===== config.mk =====
export PLATFORM = sky130hd
export DESIGN_NAME = clock_time_counter
export DESIGN_NICKNAME = d
export VERILOG_FILES = /design/src/rtl/clock_pkg.sv /design/src/rtl/btn_debounce.sv /design/src/rtl/clock_time_counter.sv
export SDC_FILE = /design/constraint.sdc
export NUM_CORES = 1
export LEC_CHECK = 0
export CORE_MARGIN = 2
export CORE_UTILIZATION = 47
export CTS_CLUSTER_DIAMETER = 80
export DETAILED_ROUTE_END_ITERATION = 10
export HOLD_SLACK_MARGIN = 0.05
export PLACE_DENSITY_LB_ADDON = 0.15
export SLEW_MARGIN = 20
export SYNTH_ARGS = -nofsm -noshare
export SYNTH_HDL_FRONTEND = slang
export SYNTH_SLANG_ARGS = --single-unit

===== constraint.sdc =====
create_clock -name CLK -period 6 [get_ports CLK]
set_input_delay 1.5 -clock CLK [delete_from_list [all_inputs] [get_ports CLK]]
set_output_delay 1.5 -clock CLK [all_outputs]
set_load 0.02 [all_outputs]

===== src/rtl/clock_pkg.sv =====
// Shared types and limits for the time-of-day counter.
// State encodings, BCD digit limits and the BCD increment helper.
package clock_pkg;

  typedef enum logic [1:0] {
    ST_RUN      = 2'b00,
    ST_SET_HOUR = 2'b01,
    ST_SET_MIN  = 2'b10
  } state_e;

  localparam logic [2:0] SEC_MAX_T       = 3'd5;
  localparam logic [2:0] MIN_MAX_T       = 3'd5;
  localparam logic [1:0] HOUR_MAX_T      = 2'd2;
  localparam logic [3:0] HOUR_MAX_O_AT_2 = 4'd3;
  localparam logic [3:0] DIG_MAX_O       = 4'd9;

  localparam int DEB_SAMPLES_DEF = 256;

  // Mod-60 BCD increment of a {tens, ones} pair.
  function automatic logic [6:0] inc_60(
    input logic [2:0] t,
    input logic [3:0] o
  );
    logic [2:0] nt;
    logic [3:0] no;
    nt = t;
    no = o + 4'd1;
    if (o == DIG_MAX_O) begin
      no = 4'd0;
      nt = (t == SEC_MAX_T) ? 3'd0 : t + 3'd1;
    end
    return {nt, no};
  endfunction

endpackage


===== src/rtl/btn_debounce.sv =====
// Button conditioner: 2-flop synchronizer, strobe-sampled debounce.
// Ports: CLK, RESET, ENABLE_kHz, BTN_RAW in; LEVEL, PRESS (0->1 pulse) out.
module btn_debounce
  import clock_pkg::*;
#(
  parameter int DEB_SAMPLES = DEB_SAMPLES_DEF
) (
  input  logic CLK,
  input  logic RESET,
  input  logic ENABLE_kHz,
  input  logic BTN_RAW,
  output logic LEVEL,
  output logic PRESS
);

  localparam int CW = $clog2(DEB_SAMPLES + 1);
  localparam logic [CW-1:0] CNT_LAST = CW'(DEB_SAMPLES - 1);

  logic          sync1_q, sync2_q;
  logic [CW-1:0] cnt_q, cnt_d;
  logic          level_q, level_d;
  logic          press_q, press_d;

  always_comb begin
    cnt_d   = cnt_q;
    level_d = level_q;
    press_d = 1'b0;
    if (ENABLE_kHz) begin
      if (sync2_q == level_q) begin
        cnt_d = '0;
      end else if (cnt_q == CNT_LAST) begin
        cnt_d   = '0;
        level_d = sync2_q;
        press_d = sync2_q;
      end else begin
        cnt_d = cnt_q + 1'b1;
      end
    end
  end

  always_ff @(posedge CLK) begin
    if (RESET) begin
      sync1_q <= 1'b0;
      sync2_q <= 1'b0;
      cnt_q   <= '0;
      level_q <= 1'b0;
      press_q <= 1'b0;
    end else begin
      sync1_q <= BTN_RAW;
      sync2_q <= sync1_q;
      cnt_q   <= cnt_d;
      level_q <= level_d;
      press_q <= press_d;
    end
  end

  assign LEVEL = level_q;
  assign PRESS = press_q;

endmodule


===== src/rtl/clock_time_counter.sv =====
// Time-of-day BCD counter with debounced MODE/UP set-mode control.
// In: CLK, RESET, ENABLE, ENABLE_kHz, BTN_MODE, BTN_UP; out: BCD digits, MODE, DAY_TICK.
module clock_time_counter
  import clock_pkg::*;
#(
  parameter int DEB_SAMPLES = DEB_SAMPLES_DEF
) (
  input  logic       CLK,
  input  logic       RESET,
  input  logic       ENABLE,
  input  logic       ENABLE_kHz,
  input  logic       BTN_MODE,
  input  logic       BTN_UP,
  output logic [1:0] HOUR_T,
  output logic [3:0] HOUR_O,
  output logic [2:0] MIN_T,
  output logic [3:0] MIN_O,
  output logic [2:0] SEC_T,
  output logic [3:0] SEC_O,
  output logic [1:0] MODE,
  output logic       DAY_TICK
);

  logic mode_press, up_press;
  logic mode_level, up_level;
  logic unused_levels;

  btn_debounce #(.DEB_SAMPLES(DEB_SAMPLES)) u_deb_mode (
    .CLK(CLK), .RESET(RESET), .ENABLE_kHz(ENABLE_kHz),
    .BTN_RAW(BTN_MODE), .LEVEL(mode_level), .PRESS(mode_press)
  );

  btn_debounce #(.DEB_SAMPLES(DEB_SAMPLES)) u_deb_up (
    .CLK(CLK), .RESET(RESET), .ENABLE_kHz(ENABLE_kHz),
    .BTN_RAW(BTN_UP), .LEVEL(up_level), .PRESS(up_press)
  );

  assign unused_levels = mode_level ^ up_level;

  state_e     state_q, state_d;
  logic [1:0] hour_t_q, hour_t_d;
  logic [3:0] hour_o_q, hour_o_d;
  logic [2:0] min_t_q, min_t_d;
  logic [3:0] min_o_q, min_o_d;
  logic [2:0] sec_t_q, sec_t_d;
  logic [3:0] sec_o_q, sec_o_d;
  logic       day_tick_q, day_tick_d;

  logic sec_wrap, min_wrap, hour_wrap;
  logic inc_sec, inc_min, inc_hour;

  assign sec_wrap  = (sec_t_q == SEC_MAX_T) && (sec_o_q == DIG_MAX_O);
  assign min_wrap  = (min_t_q == MIN_MAX_T) && (min_o_q == DIG_MAX_O);
  assign hour_wrap = (hour_t_q == HOUR_MAX_T) && (hour_o_q == HOUR_MAX_O_AT_2);

  always_comb begin
    state_d    = state_q;
    hour_t_d   = hour_t_q;
    hour_o_d   = hour_o_q;
    min_t_d    = min_t_q;
    min_o_d    = min_o_q;
    sec_t_d    = sec_t_q;
    sec_o_d    = sec_o_q;
    day_tick_d = 1'b0;
    inc_sec    = 1'b0;
    inc_min    = 1'b0;
    inc_hour   = 1'b0;

    // A MODE press swallows any same-cycle tick or UP press.
    if (mode_press) begin
      unique case (state_q)
        ST_RUN: begin
          state_d = ST_SET_HOUR;
          sec_t_d = '0;
          sec_o_d = '0;
        end
        ST_SET_HOUR: state_d = ST_SET_MIN;
        default:     state_d = ST_RUN;
      endcase
    end else begin
      unique case (state_q)
        ST_RUN: begin
          if (ENABLE) begin
            inc_sec    = 1'b1;
            inc_min    = sec_wrap;
            inc_hour   = sec_wrap && min_wrap;
            day_tick_d = sec_wrap && min_wrap && hour_wrap;
          end
        end
        ST_SET_HOUR: inc_hour = up_press;
        ST_SET_MIN:  inc_min  = up_press;
        default: ;
      endcase
    end

    if (inc_sec) {sec_t_d, sec_o_d} = inc_60(sec_t_q, sec_o_q);
    if (inc_min) {min_t_d, min_o_d} = inc_60(min_t_q, min_o_q);
    if (inc_hour) begin
      if (hour_wrap) begin
        hour_t_d = '0;
        hour_o_d = '0;
      end else if (hour_o_q == DIG_MAX_O) begin
        hour_t_d = hour_t_q + 2'd1;
        hour_o_d = '0;
      end else begin
        hour_o_d = hour_o_q + 4'd1;
      end
    end
  end

  always_ff @(posedge CLK) begin
    if (RESET) begin
      state_q    <= ST_RUN;
      hour_t_q   <= '0;
      hour_o_q   <= '0;
      min_t_q    <= '0;
      min_o_q    <= '0;
      sec_t_q    <= '0;
      sec_o_q    <= '0;
      day_tick_q <= 1'b0;
    end else begin
      state_q    <= state_d;
      hour_t_q   <= hour_t_d;
      hour_o_q   <= hour_o_d;
      min_t_q    <= min_t_d;
      min_o_q    <= min_o_d;
      sec_t_q    <= sec_t_d;
      sec_o_q    <= sec_o_d;
      day_tick_q <= day_tick_d;
    end
  end

  assign HOUR_T   = hour_t_q;
  assign HOUR_O   = hour_o_q;
  assign MIN_T    = min_t_q;
  assign MIN_O    = min_o_q;
  assign SEC_T    = sec_t_q;
  assign SEC_O    = sec_o_q;
  assign MODE     = state_q;
  assign DAY_TICK = day_tick_q;

endmodule


==> impl_metrics.tcl, run 1 <==
set metrics [dict create \
    run_status "finished clean" \
    swShare_pct 23.0 \
    slew_headroom_pct 38.4 \
    antenna_found_initial 0 \
    cp-startpoint "ENABLE" \
    mostFrequentLayoutCell "dfxtp_1" \
    clockBufferDepth 2 \
    synth_cell_type_count 43 \
    ys_seq_elements 49 \
    routed-via-count 2020 \
    syn-cell-area_um2 2340 \
    critPathCaptureType "register" \
    sequentialPowerShare_pct 60.7 \
    hold_class "register to register" \
    synth_edf_count 0 \
    syn_area_per_cell_um2 8.25 \
    wl_per_cell_um 11.9 \
    cts.root.buffer_cell "clkbuf_8" \
    crit_arrival_ns 3.48 \
    r2r-start "u_deb_mode.cnt_q[0]$_SDFFE_PP0P_" \
    post_cts_resized 0 \
    grt_pass1_wl_um 7530 \
    grtUsageTotal_pct 17.0 \
    clock-sinks 49 \
    postPlaceCellArea_um2 2680 \
    async_flop_share_pct 0 \
    tns_ns 0 \
    grt_max_degree 50 \
    met1_length_um 2370 \
    slowest_stage "clkdlybuf4s50_1" \
    tightestPinTransition_ns 0.915 \
    antenna_left 0 \
    antennaDiodeCount 0 \
    crit_chain "clkdlybuf4s50_1 -> nand2b_1 -> or3_1 -> o41ai_4 -> a41oi_1 -> a311oi_1" \
    port_buffers 28 \
    area_delta_synth_final_pct 17.7 \
    rsz0062_at_grt "no" \
    dieArea_um2 5560 \
    drv_slew 0 \
    die_x_um 74.6 \
    viasPerCell 5.34 \
    worstPathRequired_ns 6.21 \
    leakage_nw 0.927 \
    internal-power_w 0.000419 \
    hpwl_um 3080 \
    ys.flop_type "dfxtp_1" \
    die_y_um 74.6 \
    io_pins 29 \
    drtIter0Drc 135 \
    cts_buffers 5 \
    final.period_utilization_pct 54.4 \
    drc 0 \
    fin_nets 322 \
    clock_skew_ns 0.0108 \
    min_from "u_deb_up.sync1_q$_SDFF_PP0_" \
    ir_drop_mv 0.120 \
    post-cts-setup-buffers 0 \
    ys_warn_count 0 \
    cts_tree "yes" \
    cpPeakStageDelay_ns 0.52 \
    power.density_nw_per_um2 197 \
    worstSetupPathType "input pin to register" \
    coreArea_um2 4750 \
    met2WireLength_um 1930 \
    dr.pass1.iters 4 \
    critPathMaxFanout 8 \
    syn_nets 296 \
    synth-seq-area-share_pct 41.9 \
    fmax_mhz 307 \
    hold_buffers 0 \
    gr-total-overflow 0 \
    wl_um 4510 \
    start_kind "input pin" \
    syn_inst 284 \
    gp_congestion 0.778 \
    combPwrFrac_pct 4.7 \
    p_switching_w 0.000125 \
    clock_latency_ns 0.30 \
    pwr-share-clk_pct 34.7 \
    grt_pass1_vias 1684 \
    top_layer "met4" \
    layout_common_cells "49 x dfxtp_1, 39 x nor2_1, 28 x a21oi_1, 28 x clkdlybuf4s50_1, 27 x nand2_1" \
    initial_utilization_pct 49.3 \
    rows 25 \
    drive_above_1_share_pct 5.14 \
    clkTransAtPathRegs_ns 0.09 \
    max_cap_violations 0 \
    final_hold_viol_count 0 \
    final-setup-viol-count 0 \
    dr_wl_met3_um 147 \
    design_area_um2 2760 \
    period_needed_ns 3.26 \
    cts.htree.levels 2 \
]
==> layer usage <==
layer  vias to the layer above  track usage [%]
li1                       1059                -
met1                       922             24.6
met2                        33             25.7
met3                         6             3.25
met4                         0             5.36
met5                         -                0
==> worst paths after layout <==
| path | to | depth (start not counted) | slack [ns] |
|---|---|---|---|
| min reg2reg | u_deb_up.sync2_q$_SDFF_PP0_ | 1 | 0.44 |
| min | u_deb_up.sync2_q$_SDFF_PP0_ | 1 | 0.44 |
| max reg2reg | u_deb_mode.cnt_q[5]$_SDFFE_PP0P_ | 6 | 3.72 |
| max | HOUR_O[3]$_SDFFE_PP0P_ | 6 | 2.74 |
==> through the flow <==
step,total power (W),worst slack [ns],hold WS [ns],utilization [%],cells
floorplan,0.000354,3.12,0.414,-,284
global placement,0.000363,2.46,0.418,56.3,370
detailed placement,0.000363,2.43,0.428,56.3,370
CTS,0.000551,2.75,0.450,58.0,378
global route,0.000563,2.59,0.456,58.0,378
finish,0.000544,2.74,0.444,58.0,378
==> final cells by class <==
cell class	instances	area, um2
clock buffers	6	72.6
flip-flops and latches	49	981
inverters	7	26.3
well taps	67	83.8
repair buffers	29	288
fillers	457	2000
multi-input cells	218	1300
clock inverters	2	10.0
==> cells in the mapped netlist, drive strengths merged (7+ instances only) <==
master   n  area, um2
dfxtp   49        981
nor2b    7       43.8
a21oi   28        140
xor2     7       61.3
nand2b   7       43.8
nand2   27        101
nand3   14       70.1
clkbuf   9       33.8
nor2    39        146
o21ai   13       65.1
inv      7       26.3
nor4     7       43.8
==> cell families after synthesis <==
group	after synthesis	share of synthesized area [%]
and+or+nand+nor	138	30.6
AOI/OAI and AO/OA	62	17.0
DFF	49	41.9
buffers and inverters	17	2.78
xor gates and xnor gates	10	3.74
adders and majority gates	6	3.21
muxes	2	0.855
==> flip-flops by register name (all words and copies together) (netlist names), 2 cells and up <==
signal	flops
HOUR_O	4
HOUR_T	2
MIN_O	4
MIN_T	3
MODE	2
SEC_O	4
SEC_T	3
u_deb_mode.cnt_q	9
u_deb_up.cnt_q	9
==> power groups by stage <==
stage / Clock [W] / Sequential [W] / Combinational (W)
after global routing: 0.000203 / 0.000330 / 0.0000290
after CTS: 0.000195 / 0.000330 / 0.0000255
after detailed placement: 0 / 0.000338 / 0.0000255
final: 0.000189 / 0.000330 / 0.0000253
after global placement: 0 / 0.000338 / 0.0000254
after floorplan: 0 / 0.000338 / 0.0000153
==> critical path, delay by kind of cell <==
kind,cells,cell delay [ns]
simple gates,2,0.56
compound gates,3,0.90
buf+inv,1,0.52
(Power assumes the default switching activity.)
==> run 2: changes to the inputs <==
==> constraint.sdc (replaced) <==
create_clock -name CLK -period 3 [get_ports CLK]
set_input_delay 0.75 -clock CLK [delete_from_list [all_inputs] [get_ports CLK]]
set_output_delay 0.75 -clock CLK [all_outputs]
set_load 0.02 [all_outputs]
==> run 2 against run 1 <==
Clock power rose by 92%. Sequential power rose by 100%. Sequential share of layout area fell by 0.46 points. Total power rose by 98%. Register-to-register slack got worse by 2.8 ns. Global-route usage rose by 1.5 points. Count of clock-buffer cells in the layout fell by 1. Via count rose by 1.7%. Die area did not move. Utilization rose by 0.76 points. Critical endpoint unchanged. Largest cell class unchanged. Largest power group unchanged.
==> impl_metrics.tcl, run 2 (same netlist as run 1, synthesis figures left out) <==
set metrics [dict create \
    run_status "finished clean" \
    clock-sinks 49 \
    fill_cells 464 \
    tns_ns 0 \
    worstPathRequired_ns 3.22 \
    hpwl_um 3260 \
    drv_slew 0 \
    cts.htree.levels 2 \
    fin_nets 328 \
    io_pins 29 \
    post_cts_resized 0 \
    port_buffers 28 \
    final_hold_viol_count 0 \
    power.density_nw_per_um2 385 \
    crit_arrival_ns 2.64 \
    viasPerCell 5.38 \
    grt_max_degree 41 \
    rows 25 \
    dr.pass1.iters 4 \
    rsz0062_at_grt "no" \
    gr-total-overflow 0 \
    gp_congestion 0.773 \
    antenna_found_initial 0 \
    post-cts-setup-buffers 0 \
    routed-via-count 2055 \
    place_ws_ns 0.260 \
    dieArea_um2 5560 \
    fmax_mhz 414 \
    drc 0 \
    wl_per_cell_um 12.4 \
    antennaDiodeCount 0 \
    period_needed_ns 2.41 \
    fin_ws_ns 0.585 \
    cts.root.buffer_cell "clkbuf_8" \
    grt_pass1_wl_um 8010 \
    cts_buffers 5 \
    clkTransAtPathRegs_ns 0.09 \
    ir_drop_mv 0.273 \
    clock_skew_ns 0.00683 \
    area_delta_synth_final_pct 19.3 \
    max_cap_violations 0 \
    wl_um 4750 \
    drtIter0Drc 115 \
    grt_pass1_vias 1749 \
    design_area_um2 2790 \
    antenna_left 0 \
    start_kind "input pin" \
    leakage_nw 0.953 \
    mostFrequentLayoutCell "dfxtp_1" \
    largestRegisters "u_deb_mode.cnt_q: 9 flops, u_deb_up.cnt_q: 9 flops" \
    postPlaceCellArea_um2 2720 \
    critPathCaptureType "register" \
    grtUsageTotal_pct 18.5 \
    final-setup-viol-count 0 \
    tightestPinTransition_ns 0.617 \
    layout_common_cells "49 x dfxtp_1, 39 x nor2_1, 28 x a21oi_1, 28 x clkdlybuf4s50_1, 27 x nand2_1" \
    hold_class "register to register" \
    initial_utilization_pct 49.3 \
    die_x_um 74.6 \
    slew_headroom_pct 58.9 \
    coreArea_um2 4750 \
    final.period_utilization_pct 80.5 \
    cts_tree "yes" \
    clockBufferDepth 2 \
    drive_above_1_share_pct 6.67 \
    final_util_pct 58.8 \
    clock_latency_ns 0.30 \
    worstSetupPathType "input pin to register" \
    die_y_um 74.6 \
    hold_buffers 0 \
    whs_ns 0.442 \
    critPathMaxFanout 8 \
]
[run 2: cell types whose count changed in the layout (fill, tap and decap cells not counted)]
| cell | change |
|---|---|
| buf_4 | +6 |
| clkbuf_1 | -1 |
| clkinv_2 | -1 |
[run 2: layout make-up]
| cell class | instances | area [um2] | share of cell area, % |
|---|---|---|---|
| clock inverter | 1 | 5.00 | 0.179 |
| inverter | 7 | 26.3 | 0.940 |
| tap | 67 | 83.8 | 3.00 |
| timing repair buffer | 35 | 333 | 11.9 |
| multi-input combinational | 218 | 1300 | 46.4 |
| sequential | 49 | 981 | 35.1 |
| clock buffer | 5 | 68.8 | 2.46 |
[run 2: per-stage QoR]
stage | cells | power (W)
floorplan | 284 | 0.000707
global placement | 376 | 0.000728
detailed placement | 376 | 0.000729
CTS | 382 | 0.00108
global route | 382 | 0.00111
finish | 382 | 0.00108
[run 2: critical path, stage by stage]
cell and delay [ns]:
clkdlybuf4s50_1 0.52, nand2b_1 0.11, or3_1 0.45, o41ai_4 0.23, buf_4 0.21, a41oi_1 0.13
a311oi_1 0.24
[run 2: worst paths after layout]
| check | startpoint | end | slack (ns) | cells past startpoint |
|---|---|---|---|---|
| setup / recovery | ENABLE | HOUR_O[3]$_SDFFE_PP0P_ | 0.59 | 7 |
| hold / removal | u_deb_up.sync1_q$_SDFF_PP0_ | u_deb_up.sync2_q$_SDFF_PP0_ | 0.44 | 1 |
| setup reg to reg | MIN_O[1]$_SDFFE_PP0P_ | HOUR_O[3]$_SDFFE_PP0P_ | 0.88 | 6 |
| hold reg to reg | u_deb_up.sync1_q$_SDFF_PP0_ | u_deb_up.sync2_q$_SDFF_PP0_ | 0.44 | 1 |
[run 2: report_power, final]
part           switching, W  internal (W)
Clock              0.000208      0.000154
Sequential       0.00000486      0.000655
Combinational     0.0000318     0.0000217
Total              0.000245      0.000830
[run 2: routing by layer]
metal	wire length, um	track usage, %
met1	2480	26.8
met2	2000	26.5
met3	179	3.79
met4	92	8.33
met5	0	0
